`src/rtl/uart_pkg.sv`:
```
// Shared UART definitions: parity-mode constants, FSM state encodings and a parity helper.
// ST_BREAK exists only when UART_TX_BREAK_EN is defined.
package uart_pkg;

    localparam int PARITY_NONE = 0;
    localparam int PARITY_EVEN = 1;
    localparam int PARITY_ODD  = 2;

    typedef enum logic [2:0] {
        ST_IDLE   = 3'd0,
        ST_START  = 3'd1,
        ST_DATA   = 3'd2,
        ST_PARITY = 3'd3,
        ST_STOP   = 3'd4
`ifdef UART_TX_BREAK_EN
        ,
        ST_BREAK  = 3'd5
`endif
    } uart_state_t;

    // Payload is zero-extended to 9 bits, so the XOR is unaffected by DATA_BITS.
    function automatic logic calc_parity(input logic [8:0] data, input int mode);
        return (mode == PARITY_ODD) ? ~(^data) : (^data);
    endfunction

endpackage

```
`src/rtl/uart_baud_gen.sv`:
```
// Bit-period timer: bit_end strobes on the last cycle of each CLKS_PER_BIT-cycle period.
// The load input holds the count at zero so the next period starts on the cycle after load drops.
module uart_baud_gen #(
    parameter int CLKS_PER_BIT = 234
) (
    input  logic i_clk,
    input  logic i_rst,
    input  logic load,
    output logic bit_end
);

    localparam int CNT_W = (CLKS_PER_BIT > 1) ? $clog2(CLKS_PER_BIT) : 1;
    localparam logic [CNT_W-1:0] CNT_LAST = CNT_W'(CLKS_PER_BIT - 1);

    logic [CNT_W-1:0] cnt_reg;

    assign bit_end = !load && (cnt_reg == CNT_LAST);

    always_ff @(posedge i_clk) begin
        if (i_rst) begin
            cnt_reg <= '0;
        end else if (load || bit_end) begin
            cnt_reg <= '0;
        end else begin
            cnt_reg <= cnt_reg + 1'b1;
        end
    end

endmodule

```
`src/rtl/uart_tx_param.sv`:
```
// Parameterised UART transmitter: start bit, DATA_BITS LSB first, optional parity, STOP_BITS stops.
// Define UART_TX_BREAK_EN to add the i_break input and the BREAK line condition.
module uart_tx_param
    import uart_pkg::*;
#(
    parameter int CLK_FREQ_HZ = 27000000,
    parameter int BAUD_RATE   = 115200,
    parameter int DATA_BITS   = 8,
    parameter int PARITY_MODE = 1,
    parameter int STOP_BITS   = 1
) (
`ifdef UART_TX_BREAK_EN
    input  logic                 i_break,
`endif
    input  logic                 i_clk,
    input  logic                 i_rst,
    input  logic [DATA_BITS-1:0] data_send,
    input  logic                 tx_valid,
    output logic                 ready_tx,
    output logic                 o_tx,
    output logic                 tx_done
);

    localparam int CLKS_PER_BIT = CLK_FREQ_HZ / BAUD_RATE;
    localparam int IDX_W        = $clog2(DATA_BITS);
    localparam logic [IDX_W-1:0] IDX_LAST  = IDX_W'(DATA_BITS - 1);
    localparam logic             STOP_LAST = 1'(STOP_BITS - 1);

    uart_state_t          state_reg;
    logic [DATA_BITS-1:0] shift_reg;
    logic                 parity_reg;
    logic [IDX_W-1:0]     bit_idx_reg;
    logic                 stop_idx_reg;
    logic                 tx_reg;
    logic                 ready_reg;
    logic                 done_reg;
    logic                 baud_load;
    logic                 bit_end;
`ifdef UART_TX_BREAK_EN
    logic                 brk_stop_reg;
`endif

    assign o_tx     = tx_reg;
    assign ready_tx = ready_reg;
    assign tx_done  = done_reg;

    // The bit timer is parked while nothing is being timed, so every period is full length.
`ifdef UART_TX_BREAK_EN
    assign baud_load = (state_reg == ST_IDLE) || (state_reg == ST_BREAK);
`else
    assign baud_load = (state_reg == ST_IDLE);
`endif

    uart_baud_gen #(
        .CLKS_PER_BIT(CLKS_PER_BIT)
    ) u_baud (
        .i_clk  (i_clk),
        .i_rst  (i_rst),
        .load   (baud_load),
        .bit_end(bit_end)
    );

    always_ff @(posedge i_clk) begin
        if (i_rst) begin
            state_reg    <= ST_IDLE;
            shift_reg    <= '0;
            parity_reg   <= 1'b0;
            bit_idx_reg  <= '0;
            stop_idx_reg <= 1'b0;
            tx_reg       <= 1'b1;
            ready_reg    <= 1'b1;
            done_reg     <= 1'b0;
`ifdef UART_TX_BREAK_EN
            brk_stop_reg <= 1'b0;
`endif
        end else begin
            done_reg <= 1'b0;
            case (state_reg)
                ST_IDLE: begin
                    tx_reg <= 1'b1;
`ifdef UART_TX_BREAK_EN
                    if (i_break) begin
                        state_reg <= ST_BREAK;
                        tx_reg    <= 1'b0;
                        ready_reg <= 1'b0;
                    end else
`endif
                    if (ready_reg && tx_valid) begin
                        shift_reg    <= data_send;
                        parity_reg   <= calc_parity(9'(data_send), PARITY_MODE);
                        bit_idx_reg  <= '0;
                        stop_idx_reg <= 1'b0;
                        state_reg    <= ST_START;
                        tx_reg       <= 1'b0;
                        ready_reg    <= 1'b0;
`ifdef UART_TX_BREAK_EN
                        brk_stop_reg <= 1'b0;
`endif
                    end
                end
                ST_START: begin
                    if (bit_end) begin
                        state_reg <= ST_DATA;
                        tx_reg    <= shift_reg[0];
                        shift_reg <= shift_reg >> 1;
                    end
                end
                ST_DATA: begin
                    if (bit_end) begin
                        if (bit_idx_reg == IDX_LAST) begin
                            if (PARITY_MODE != PARITY_NONE) begin
                                state_reg <= ST_PARITY;
                                tx_reg    <= parity_reg;
                            end else begin
                                state_reg    <= ST_STOP;
                                tx_reg       <= 1'b1;
                                stop_idx_reg <= 1'b0;
                            end
                        end else begin
                            bit_idx_reg <= bit_idx_reg + 1'b1;
                            tx_reg      <= shift_reg[0];
                            shift_reg   <= shift_reg >> 1;
                        end
                    end
                end
                ST_PARITY: begin
                    if (bit_end) begin
                        state_reg    <= ST_STOP;
                        tx_reg       <= 1'b1;
                        stop_idx_reg <= 1'b0;
                    end
                end
                ST_STOP: begin
                    tx_reg <= 1'b1;
                    if (bit_end) begin
                        if (stop_idx_reg == STOP_LAST) begin
                            state_reg <= ST_IDLE;
                            ready_reg <= 1'b1;
`ifdef UART_TX_BREAK_EN
                            done_reg  <= !brk_stop_reg;
`else
                            done_reg  <= 1'b1;
`endif
                        end else begin
                            stop_idx_reg <= stop_idx_reg + 1'b1;
                        end
                    end
                end
`ifdef UART_TX_BREAK_EN
                // Break release reuses the stop sequence but must not report a frame.
                ST_BREAK: begin
                    tx_reg <= 1'b0;
                    if (!i_break) begin
                        state_reg    <= ST_STOP;
                        tx_reg       <= 1'b1;
                        stop_idx_reg <= 1'b0;
                        brk_stop_reg <= 1'b1;
                    end
                end
`endif
                default: begin
                    state_reg <= ST_IDLE;
                    tx_reg    <= 1'b1;
                    ready_reg <= 1'b1;
                end
            endcase
        end
    end

endmodule

```
`config.mk`:
```
export PLATFORM = sky130hd
export DESIGN_NAME = uart_tx_param
export DESIGN_NICKNAME = d
export VERILOG_FILES = /design/src/rtl/uart_pkg.sv /design/src/rtl/uart_baud_gen.sv /design/src/rtl/uart_tx_param.sv
export SDC_FILE = /design/constraint.sdc
export NUM_CORES = 1
export LEC_CHECK = 0
export ABC_AREA = 1
export BUFFER_PORTS_ARGS = -buffer_cell sky130_fd_sc_hd__buf_4
export CORE_ASPECT_RATIO = 0.6
export CORE_MARGIN = 2
export CORE_UTILIZATION = 45
export CTS_CLUSTER_SIZE = 40
export DETAILED_ROUTE_END_ITERATION = 12
export GPL_TIMING_DRIVEN = 0
export PLACE_DENSITY_LB_ADDON = 0.12
export SLEW_MARGIN = 10
export SYNTH_ARGS = -nofsm -noshare
export SYNTH_HDL_FRONTEND = slang
export SYNTH_SLANG_ARGS = --single-unit
```
`constraint.sdc`:
```
create_clock -name i_clk -period 3.65 [get_ports i_clk]
set_input_delay 0.1825 -clock i_clk [delete_from_list [all_inputs] [get_ports i_clk]]
set_output_delay 0.1825 -clock i_clk [all_outputs]
set_load 0.1 [all_outputs]
```
* Word-level counts from Yosys, hierarchy flattened
Index checks and enable logic that the tools add are counted.
Storage, ports and cells: register bits after elaboration 27, bits of input ports 11, output and inout bits 3, logic and storage cells 80
Cells by class: add/subtract/negate cells 3, equal/unequal tests 14, muxes and demuxes 32, bitwise gates (word level) 3, reduce and logical (&&, ||, !) cells 19
Operators by type and width (count):
- 2-to-1 mux 8 bit | 4
- 2-to-1 mux 3 bit | 10
- one-hot mux 8 bit (3 select lines) | 1
- one-hot mux 3 bit (5 select lines) | 1
- 2-to-1 mux 1 bit | 12
- AND reduction 4 bit | 3
- XOR reduction 9 bit | 1
- adder 8 x 1 -> 8 bit (second input constant) | 1
- == test 8 bit (second input constant) | 1
- != test 2 x 1 -> 1 bit (second input constant) | 4
- != test 2 bit (second input constant) | 4
- AND reduction 7 bit | 1
- == test 3 x 2 -> 1 bit (second input constant) | 2
- == test 3 bit (second input constant) | 2
- one-hot mux 1 bit (3 select lines) | 2
- one-hot mux 3 bit (2 select lines) | 1
- nonzero test 3 bit | 2
- OR reduction 3 bit | 2
- AND reduction 5 bit | 1
- one-hot mux 1 bit (4 select lines) | 1
- adder 3 x 1 -> 3 bit (second input constant) | 1
- == test 3 x 1 -> 1 bit (second input constant) | 1
- zero test 3 bit | 1
- NOT 1 bit | 3
- other kinds (8) | 9

* Depth between registers and ports, before layout
Gate-level depths: netlist of run 1.
word-level depth 5, mapped depth 11, mapped depth without buffers 11

* Hierarchy
Synthesis of run 1 repeated with hierarchy kept, for this count alone.
Unflattened totals: cell total of the unflattened synthesis 249, area total of the unflattened synthesis 1575.3 sq um
By module, submodules not included:
- uart_tx_param | times used 1, cells each 197, area each 1182.4 sq um, seq. area each 360.3 sq um
- uart_baud_gen | times used 1, cells each 52, area each 392.9 sq um, seq. area each 160.2 sq um

* Least setup slack after synthesis of run 1
OpenSTA, ideal clock, no wires.
path type register -> register, start register ready_reg, in the netlist ready_tx, end register shift_reg[6], library setup time 0.115 ns, arrival 1.830 ns, data required time 3.535 ns, path slack 1.705 ns, stages on the path, launching flop included 9, buffers on the path 1, period minus slack after synthesis 1.945 ns, cell sequence dfxtp_1 -> nand2_1 -> nand3_2 -> nand2_2 -> nor2_4 -> nand2_2 -> buf_6 -> o21ai_1 -> nor2_1
On the way: word-level cells in the longest chain between the ends 3
Ends and longest elaborated chain:
- start: declaration | RTL line uart_tx_param.sv:35 | logic ready_reg;
- start signal: assignment | RTL line uart_tx_param.sv:71 | ready_reg <= 1'b1;
- start signal: assignment | RTL line uart_tx_param.sv:95 | ready_reg <= 1'b0;
- start signal: assignment | RTL line uart_tx_param.sv:138 | ready_reg <= 1'b1;
- logical AND 1 bit | RTL line uart_tx_param.sv:88 | if (ready_reg && tx_valid) begin
- != test 2 bit (no line)
- AND reduction 5 bit (no line)
- end signal: assignment | RTL line uart_tx_param.sv:89 | shift_reg <= data_send;
- end signal: assignment | RTL line uart_tx_param.sv:105 | shift_reg <= shift_reg >> 1;
- end signal: assignment | RTL line uart_tx_param.sv:122 | shift_reg <= shift_reg >> 1;
- end: declaration | RTL line uart_tx_param.sv:30 | logic [DATA_BITS-1:0] shift_reg;
No other way between the ends. A chain may end at the register's enable or synchronous reset.

* Worst setup path after layout of run 1
start register bit_idx_reg[0], end register state_reg[2]
On the way: word-level cells in the longest chain between the ends 3
Ends and longest elaborated chain:
- start: declaration | RTL line uart_tx_param.sv:32 | logic [IDX_W-1:0] bit_idx_reg;
- start signal: assignment | RTL line uart_tx_param.sv:120 | bit_idx_reg <= bit_idx_reg + 1'b1;
- == test 3 bit | RTL line uart_tx_param.sv:110 | if (bit_idx_reg == IDX_LAST) begin
- != test 2 bit (no line)
- AND reduction 7 bit (no line)
- end signal: assignment | RTL line uart_tx_param.sv:112 | state_reg <= ST_PARITY;
- end signal: assignment | RTL line uart_tx_param.sv:115 | state_reg <= ST_STOP;
- end signal: assignment | RTL line uart_tx_param.sv:128 | state_reg <= ST_STOP;
- end: declaration | RTL line uart_tx_param.sv:29 | uart_state_t state_reg;
No other way between the ends.

==> impl_metrics.json, run 1 <==
{
  "synth_common_cells": "64 x nand2_1, 33 x nor2_1, 26 x dfxtp_1",
  "yosys_warnings": 0,
  "fin_crit_ns": 1.61,
  "hpwl_um": 2340,
  "diodes": 0,
  "core_sq_um": 2980,
  "fin_crit_sh": 0.440,
  "p_int_mw": 0.808,
  "p_comb_frac": 0.597,
  "skew_ns": 0.00437,
  "reg2reg_depth": 9,
  "cts.sinks": 26,
  "cts_setup_buffers": 0,
  "synth_edf_count": 0,
  "min_path_cells": 2,
  "antenna_left": 0,
  "firstDrtPassIters": 4,
  "max_freq_mhz": 622,
  "seq_area_frac_synth": 0.355,
  "synthArstFlopShare": 0,
  "peakVddDrop_v": 0.000605,
  "synth_ff_type": "dfxtp_1",
  "syn-cell-area_sq_um": 1470,
  "slew_violations": 0,
  "p_per_area_nw_per_um2": 954,
  "cts_tree": "built",
  "worstPathArrival_ns": 1.78,
  "grtUsageTotal": 0.175,
  "route.detailed.wl_per_inst_um": 10.7,
  "cp_cell_sequence": "ha_1 > ha_1 > nand3b_1 > nand3_1 > nand2_1 > nand2_1 > inv_2 > nor2_1 > nor2_1",
  "avgSynthCellArea_sq_um": 6.70,
  "worst_slack_ns": 2.04,
  "pre_cts_slack_ns": 2.06,
  "clockRootBuffer": "clkbuf_8",
  "switchingPower_mw": 0.787,
  "layout-drive-gt1-share": 0.169,
  "r2r_end": "state_reg[2]$_SDFFE_PP0P_",
  "leakage_nw": 0.800,
  "vias": 1303,
  "p_seq_frac": 0.289,
  "critPathMaxStageDelay_ns": 0.33,
  "start_util": 0.492,
  "worstHoldStart": "i_rst",
  "postCtsHoldBufs": 0,
  "worstSetupPathType": "reg -> reg",
  "p_clk_frac": 0.114,
  "port-buffer-count": 13,
  "finalHoldViolations": 0,
  "outcome": "finished, final reports clean",
  "grt_pass1_wl_um": 5000,
  "num_rows": 15,
  "place_congestion": 0.796,
  "nets": 252,
  "slew_headroom": 0.739,
  "rsz0062_at_grt": "no",
  "dr.first_iter.drc_count": 67,
  "rrSetupSlack_ns": 2.04,
  "postSynthCellCount": 219,
  "synth_seq_cells": 26,
  "cap_violations": 0,
  "synth_top_area_cell": "dfxtp_1",
  "ios": 14,
  "synth.most_common_cell": "nand2_1",
  "grt-ovfl-total": 0,
  "dieArea_sq_um": 3750,
  "swShare": 0.493,
  "cp_max_fo": 3,
  "drc": 0,
  "cts_max_level": 1,
  "grt_max_degree": 15,
  "r2r-start": "bit_idx_reg[0]$_SDFFE_PP0P_",
  "endpoint_kind": "flop",
  "hold_end": "shift_reg[7]$_SDFFE_PP0P_",
  "tightest_slew_ns": 0.389,
  "cpLargestDelayFamily": "simple AND/OR/NAND/NOR gates",
  "cp.buffers_inverters": 1,
  "worstHoldPathType": "in -> reg",
  "grt_pass1_vias": 1031,
  "synth_top_area_frac": 0.355,
  "fin_tns_setup_ns": 0,
  "fp.dieW_um": 77.7,
  "wl_um": 2980,
  "antenna_found_initial": 0,
  "required_ns": 3.82,
  "critical_path.startpoint_type": "flop",
  "ys_types": 28,
  "clock_path_buffers": 2,
  "cp_slowest_cell": "dfxtp_1",
  "syn_to_final_growth_pct": 14.0,
  "setup_violations": 0,
  "path_clk_slew_ns": 0.09,
  "power_mw": 1.60,
  "fp.dieH_um": 48.2,
  "syn_nets": 234,
  "vias_per_cell": 4.69,
  "synth.area.top_cells": "dfxtp_1 35%, nand2_1 16%, nor2_1 8.4%",
  "clock_latency_ns": 0.27,
  "cts_buffers": 3,
  "post_cts_resized": 0
}
-- kinds of logic (layout without fill, tap and decap cells) --
kind of cell | count (synthesis) | count (layout) | synth area share
buffers and inverters | 28 | 45 | 0.0801
adder cells (fa/ha/maj) | 4 | 4 | 0.0341
flip-flops | 26 | 26 | 0.355
XOR/XNOR | 8 | 8 | 0.0477
AO/OA/AOI/OAI | 25 | 25 | 0.101
AND/OR/NAND/NOR | 128 | 128 | 0.382
-- power by group through the flow --
stage / logic (mW) / registers, mW / clock network (mW)
2_1_floorplan: 0.695 / 0.532 / 0
3_3_place_gp: 0.949 / 0.465 / 0
3_5_place_dp: 0.947 / 0.467 / 0
4_1_cts: 0.951 / 0.461 / 0.188
5_1_grt: 1.08 / 0.477 / 0.204
6_report: 0.952 / 0.461 / 0.182
-- cell usage in the layout (no fill, tap or decap) --
cell type,count
nor2_4,2
nor3_1,1
buf_4,14
o21ai_0,9
nand4_1,1
a21oi_1,8
xnor2_1,5
ha_1,4
or2_2,1
nor2_1,33
o21bai_1,1
o21a_1,1
inv_2,5
nand3_1,14
dfxtp_1,26
nor3b_1,2
a21oi_2,2
buf_6,1
nor2_2,1
o21ai_4,1
nand2_2,6
inv_1,20
buf_2,1
nand3b_1,1
o21ai_1,3
xor2_1,3
clkbuf_8,4
nand3_2,2
nand2_1,64
-- layer usage --
| layer | vias to the layer above | track usage | part of all wire |
|---|---|---|---|
| li1 | 719 | - | - |
| met1 | 559 | 0.286 | 0.60 |
| met2 | 23 | 0.226 | 0.36 |
| met3 | 2 | 0.0389 | 0.036 |
| met4 | 0 | 0.0321 | 0.0067 |
| met5 | - | 0 | 0 |
-- worst max path at each step --
stage                                 startpoint                            to  slack (ns)  cells past startpoint
finish               bit_idx_reg[0]$_SDFFE_PP0P_     state_reg[2]$_SDFFE_PP0P_        2.04                      9
global route        u_baud.cnt_reg[0]$_SDFF_PP0_     state_reg[0]$_SDFFE_PP0P_        1.89                      9
CTS                  bit_idx_reg[0]$_SDFFE_PP0P_     state_reg[2]$_SDFFE_PP0P_        2.05                      9
detailed placement   bit_idx_reg[0]$_SDFFE_PP0P_     state_reg[2]$_SDFFE_PP0P_        2.06                      9
global placement    u_baud.cnt_reg[1]$_SDFF_PP0_  u_baud.cnt_reg[7]$_SDFF_PP0_        2.08                      8
floorplan                  ready_tx$_SDFFE_PP1P_     shift_reg[6]$_SDFFE_PP0P_        1.71                      8
-- through the flow --
step | utilization | cell area [sq um] | hold WS [ns] | std cells
3_3_place_gp | 0.542 | 1620 | 0.381 | 274
5_1_grt | 0.561 | 1670 | 0.0950 | 278
4_1_cts | 0.561 | 1670 | 0.0890 | 278
6_report | 0.561 | 1670 | 0.102 | 278
2_1_floorplan | - | 1470 | 0.245 | 219
3_5_place_dp | 0.542 | 1620 | 0.380 | 274
-- area by class of cell --
class,instances,area [sq um]
repair buffers,13,97.6
inverters,25,93.8
fillers,299,1310
multi-input cells,165,830
clock buffers,4,55.1
plain buffers,3,23.8
flip-flops and latches,26,520
well taps,42,52.6
No activity file was read; power rests on OpenSTA's default activity.
==> run 2, diff against run 1 <==
Settings changed: ABC_AREA 1 to 0.
Clock period 3.65 ns to 1.6 ns, I/O delays scaled along.
==> run 2 against run 1 <==
  * The run now ends with setup timing left
  * First-iteration DRC count up 18%
  * Power is 14% lower
  * Flip-flop and latch count did not move
  * Via count shrank 8.7%
  * Die area down 5.9%
  * Final cell count fell by 22%
  * Global-route usage increased by 1.6 points
  * Critical endpoint is now shift_reg[2]$_SDFFE_PP0P_
==> impl_metrics.json, run 2 <==
{
  "synth_common_cells": "26 x dfxtp_1, 16 x o21ai_0, 14 x nor2_1",
  "p_per_area_nw_per_um2": 801,
  "start_util": 0.476,
  "p_comb_frac": 0.206,
  "layout-drive-gt1-share": 0.326,
  "antenna_found_initial": 0,
  "cp_cell_sequence": "ha_4 > ha_4 > a311o_2 > a2111o_1 > a32oi_1",
  "hold_end": "bit_idx_reg[2]$_SDFFE_PP0P_",
  "firstDrtPassIters": 4,
  "setup_violations": 7,
  "cpLargestDelayFamily": "compound AO/OA/AOI/OAI gates",
  "max_freq_mhz": 553,
  "grtUsageTotal": 0.191,
  "vias": 1189,
  "cts_max_level": 1,
  "cp_max_fo": 7,
  "cts.sinks": 26,
  "skew_ns": 0.0112,
  "reg2reg_depth": 5,
  "grt_pass1_vias": 1052,
  "worstSetupPathType": "reg -> reg",
  "final_common_cell": "buf_4",
  "fin_crit_sh": 1.13,
  "cpMostUsedCell": "ha_4",
  "seq_area_frac_synth": 0.379,
  "dieArea_sq_um": 3530,
  "diodes": 0,
  "outcome": "finished with violations",
  "critPathMaxStageDelay_ns": 0.49,
  "ios": 14,
  "switchingPower_mw": 0.380,
  "slew_headroom": 0.600,
  "worstSetupStartpoint": "bit_idx_reg[1]$_SDFFE_PP0P_",
  "clockRootBuffer": "clkbuf_8",
  "port-buffer-count": 13,
  "min_path_cells": 4,
  "cap_violations": 0,
  "drc": 0,
  "synth_edf_count": 0,
  "grt_pass1_wl_um": 5000,
  "clock_path_buffers": 2,
  "ys_types": 41,
  "synth_top_area_frac": 0.379,
  "antenna_left": 0,
  "instances_no_fill": 217,
  "utilization": 0.590,
  "r2r-start": "bit_idx_reg[1]$_SDFFE_PP0P_",
  "postCtsHoldBufs": 0,
  "p_seq_frac": 0.521,
  "wl_um": 3110,
  "rrSetupSlack_ns": -0.21,
  "cp_slowest_cell": "a2111o_1",
  "clock_latency_ns": 0.27,
  "syn-cell-area_sq_um": 1380,
  "r2r_end": "shift_reg[2]$_SDFFE_PP0P_",
  "worstHoldPathType": "in -> reg",
  "cts_tree": "built",
  "fp.dieW_um": 75.4,
  "num_rows": 15,
  "finalHoldViolations": 0,
  "p_int_mw": 0.988,
  "mostFrequentLayoutCells": "22 x buf_4, 20 x dfxtp_1, 15 x o21ai_0",
  "synth_seq_cells": 26,
  "slew_violations": 0,
  "peakVddDrop_v": 0.000427,
  "leakage_nw": 0.658,
  "synth.most_common_cell": "dfxtp_1",
  "place_congestion": 0.877,
  "cts_buffers": 3,
  "synth.area.top_cells": "dfxtp_1 38%, xnor2_1 6.4%, o21ai_0 5.8%",
  "synth_ff_type": "dfxtp_1",
  "grt_max_degree": 15,
  "synth_top_area_cell": "dfxtp_1",
  "fp.dieH_um": 46.8,
  "worstHoldStart": "i_rst",
  "worstPathArrival_ns": 1.99,
  "yosys_warnings": 0,
  "p_clk_frac": 0.273,
  "violations": "setup timing",
  "swShare": 0.278,
  "worst_slack_ns": -0.210,
  "endpoint_kind": "flop",
  "route.detailed.wl_per_inst_um": 14.3,
  "dr.first_iter.drc_count": 79,
  "grt-ovfl-total": 0,
  "avgSynthCellArea_sq_um": 9.11,
  "synthArstFlopShare": 0,
  "cp.buffers_inverters": 0,
  "tightest_slew_ns": 0.600,
  "postSynthCellCount": 151,
  "core_sq_um": 2890,
  "critical_path.startpoint_type": "flop",
  "nets": 191,
  "hpwl_um": 2260,
  "syn_nets": 166,
  "vias_per_cell": 5.48,
  "syn_to_final_growth_pct": 24.1,
  "required_ns": 1.78,
  "path_clk_slew_ns": 0.09,
  "fin_crit_ns": 1.81,
  "dp.cells": 206,
  "rsz0062_at_grt": "yes"
}
-- run 2: cell count changes in the layout (fill, tap and decap cells not counted), moves of 6 or more --
cell     previous run  this run
dfxtp_1            26        20
inv_1              20         2
buf_4              14        22
nand3_1            14         6
o21ai_0             9        15
nor2_1             33        12
a32oi_1             0         7
or2b_2              0         6
nand2_1            64         5
-- run 2: stage by stage --
step	instance area [sq um]	hold WS (ns)	setup TNS [ns]	worst slack [ns]	power, mW
floorplan	1420	0.276	-0.585	-0.0836	0.927
global placement	1570	0.404	-2.70	-0.296	0.994
detailed placement	1570	0.427	-3.17	-0.350	1.00
CTS	1670	0.132	-3.04	-0.270	1.38
global route	1710	0.138	-1.70	-0.258	1.44
finish	1710	0.121	-1.32	-0.210	1.37
-- run 2: cell families after synthesis --
kind of cell,synth area share
mux,0.0291
compound gates,0.180
xor+xnor,0.0955
fa+ha+maj,0.0364
simple gates,0.241
buf+inv,0.0391
flops,0.379
-- run 2: final cells by class --
class,instances,area [sq um]
plain buffers,6,38.8
inverters,3,11.3
well taps,42,52.6
fillers,260,1180
repair buffers,21,158
flip-flops and latches,26,533
multi-input cells,115,868
clock buffers,4,45.0
-- run 2: power by group through the flow --
stage | Sequential (mW) | Combinational (mW) | Clock [mW]
4_1_cts | 0.712 | 0.278 | 0.389
6_report | 0.713 | 0.282 | 0.373
3_3_place_gp | 0.727 | 0.267 | 0
5_1_grt | 0.717 | 0.307 | 0.412
3_5_place_dp | 0.729 | 0.272 | 0
2_1_floorplan | 0.765 | 0.162 | 0
-- run 2: worst min-delay path: stages --
cell     delay [ns]
buf_4          0.10
nor4b_2        0.06
nand2_1        0.06
mux2i_1        0.05
-- run 2: layer usage --
| layer | share of wire | up-vias | track usage |
|---|---|---|---|
| met5 | 0 | - | 0 |
| met4 | 0.0087 | 0 | 0.0456 |
| met3 | 0.062 | 4 | 0.0515 |
| met2 | 0.41 | 36 | 0.273 |
| met1 | 0.52 | 555 | 0.286 |
| li1 | - | 594 | - |
-- run 2: worst max-delay path by stage --
stage,cells after the start,slack [ns],to
2_1_floorplan,5,-0.08,shift_reg[0]$_SDFFE_PP0P_
3_3_place_gp,4,-0.30,shift_reg[4]$_SDFFE_PP0P_
5_1_grt,4,-0.26,shift_reg[4]$_SDFFE_PP0P_
3_5_place_dp,4,-0.35,shift_reg[2]$_SDFFE_PP0P_
4_1_cts,5,-0.27,shift_reg[2]$_SDFFE_PP0P_
6_report,5,-0.21,shift_reg[2]$_SDFFE_PP0P_
-- run 2: timing repair --
item                       in CTS  in global routing
gates cloned                    0                  0
setup endpoints to repair      18                 21
setup buffers                   6                  2
pin swaps                      10                  8
gates resized for setup         3                  7
==> run 3, diff against run 2 <==
Settings changed: GPL_TIMING_DRIVEN 0 to default.
==> run 3 against run 2 <==
  * The flow still finishes with violations (setup timing)
  * Final cell count increased by 2.8%
  * Setup slack improved by 0.054 ns
  * Sequential share of layout area decreased by 1.1 points
  * Via count increased by 3.8%
  * Final area increased by 3.1%
  * Power increased by 6.5%
  * Clock power increased by 20%
  * Count of clock-buffer cells in the layout unchanged
  * Non-clock buffer count increased by 6
  * Largest power group unchanged
  * Highest routed layer unchanged
==> impl_metrics.json, run 3 (synthesis gave the netlist of run 2 again) <==
{
  "outcome": "finished with violations",
  "violations": "setup timing",
  "pre_cts_slack_ns": -0.135,
  "crit_path_end": "shift_reg[2]$_SDFFE_PP0P_",
  "rsz0062_at_grt": "yes",
  "clockRootBuffer": "clkbuf_8",
  "setup_violations": 7,
  "grt_pass1_wl_um": 5480,
  "clock_path_buffers": 2,
  "nets": 197,
  "drc": 0,
  "fin_crit_ns": 1.76,
  "firstDrtPassIters": 4,
  "grt_pass1_vias": 1144,
  "dr.first_iter.drc_count": 178,
  "tightest_slew_ns": 0.333,
  "fp.dieW_um": 75.4,
  "grt_max_degree": 22,
  "core_sq_um": 2890,
  "worstHoldPathType": "in -> reg",
  "leakage_nw": 0.696,
  "wl_um": 3430,
  "route.detailed.wl_per_inst_um": 15.4,
  "cts_tree": "built",
  "required_ns": 1.80,
  "design_area_sq_um": 1760,
  "p_seq_frac": 0.491,
  "p_comb_frac": 0.202,
  "r2r-start": "bit_idx_reg[0]$_SDFFE_PP0P_",
  "mostFrequentLayoutCells": "32 x buf_4, 21 x dfxtp_1, 15 x o21ai_0",
  "rrSetupSlack_ns": -0.16,
  "p_int_mw": 1.04,
  "cp_max_fo": 7,
  "postCtsHoldBufs": 0,
  "worstSetupPathType": "reg -> reg",
  "antenna_left": 0,
  "worstPathArrival_ns": 1.96,
  "layout-drive-gt1-share": 0.320,
  "place_congestion": 0.821,
  "dieArea_sq_um": 3530,
  "skew_ns": 0.00714,
  "start_util": 0.476,
  "power_mw": 1.46,
  "grt-ovfl-total": 0,
  "ios": 14,
  "hold_ws_ns": 0.112,
  "num_rows": 15,
  "syn_to_final_growth_pct": 27.9,
  "switchingPower_mw": 0.420,
  "slew_violations": 0,
  "port-buffer-count": 13,
  "cts_buffers": 3,
  "diodes": 0,
  "p_clk_frac": 0.306,
  "vias": 1234,
  "worst_slack_ns": -0.156,
  "p_per_area_nw_per_um2": 828,
  "fp.dieH_um": 46.8,
  "peakVddDrop_v": 0.000379,
  "endpoint_kind": "flop",
  "critical_path.startpoint_type": "flop",
  "slew_headroom": 0.776,
  "clock_latency_ns": 0.28,
  "reg2reg_depth": 5,
  "swShare": 0.288,
  "post_dp_cell_area_sq_um": 1690,
  "max_freq_mhz": 570,
  "antenna_found_initial": 0,
  "cap_violations": 0,
  "grtUsageTotal": 0.212,
  "cts.sinks": 26,
  "worstSetupStartpoint": "bit_idx_reg[0]$_SDFFE_PP0P_",
  "hpwl_um": 2520,
  "vias_per_cell": 5.53,
  "cts_max_level": 1,
  "r2r_end": "shift_reg[2]$_SDFFE_PP0P_",
  "finalHoldViolations": 0,
  "final_common_cell": "buf_4",
  "fin_tns_setup_ns": -0.967,
  "fin_crit_sh": 1.10,
  "path_clk_slew_ns": 0.10
}
==> run 3: critical path: stages (launching register included) <==
cell and delay, ns:
dfxtp_2 0.35, ha_4 0.16, ha_4 0.15, a311o_1 0.33
a2111o_1 0.49, a32oi_1 0.20
==> run 3: worst min path at each step <==
| stage | to | from | cells after the start | slack, ns |
|---|---|---|---|---|
| after floorplan | bit_idx_reg[1]$_SDFFE_PP0P_ | i_rst | 3 | 0.28 |
| after global placement | state_reg[2]$_SDFFE_PP0P_ | i_rst | 2 | 0.41 |
| after detailed placement | state_reg[2]$_SDFFE_PP0P_ | i_rst | 2 | 0.41 |
| after CTS | state_reg[2]$_SDFFE_PP0P_ | i_rst | 2 | 0.11 |
| after global routing | state_reg[2]$_SDFFE_PP0P_ | i_rst | 2 | 0.11 |
| final | state_reg[2]$_SDFFE_PP0P_ | i_rst | 2 | 0.11 |
==> run 3: area by class of cell <==
cell class | count | area, sq um
Sequential cell | 26 | 529
Fill cell | 270 | 1130
Tap cell | 42 | 52.6
Timing Repair Buffer | 33 | 260
Inverter | 3 | 11.3
Clock buffer | 4 | 55.1
Multi-Input combinational cell | 115 | 851
==> run 3: power groups by stage <==
| stage | sequential (mW) | clock [mW] | combinational, mW |
|---|---|---|---|
| 2_1_floorplan | 0.765 | 0 | 0.162 |
| 3_3_place_gp | 0.727 | 0 | 0.278 |
| 3_5_place_dp | 0.730 | 0 | 0.288 |
| 4_1_cts | 0.715 | 0.448 | 0.290 |
| 5_1_grt | 0.720 | 0.475 | 0.320 |
| 6_report | 0.716 | 0.446 | 0.295 |
==> run 3: metal layers <==
metal	part of all wire	routed length, um	global-route usage
met5	0	0	0
met4	0.0050	17	0.0561
met3	0.075	256	0.0708
met1	0.50	1710	0.309
met2	0.42	1450	0.303
==> run 3: stage by stage <==
step | util | instances
4_1_cts | 0.605 | 223
2_1_floorplan | - | 151
5_1_grt | 0.609 | 223
3_3_place_gp | 0.586 | 219
3_5_place_dp | 0.586 | 219
6_report | 0.609 | 223
==> run 3: timing repair <==
action	4_1_cts	5_1_grt
gates resized for setup	1	3
pin swaps	4	5
cloned	0	0
setup endpoints to repair	10	11
setup buffers	0	0
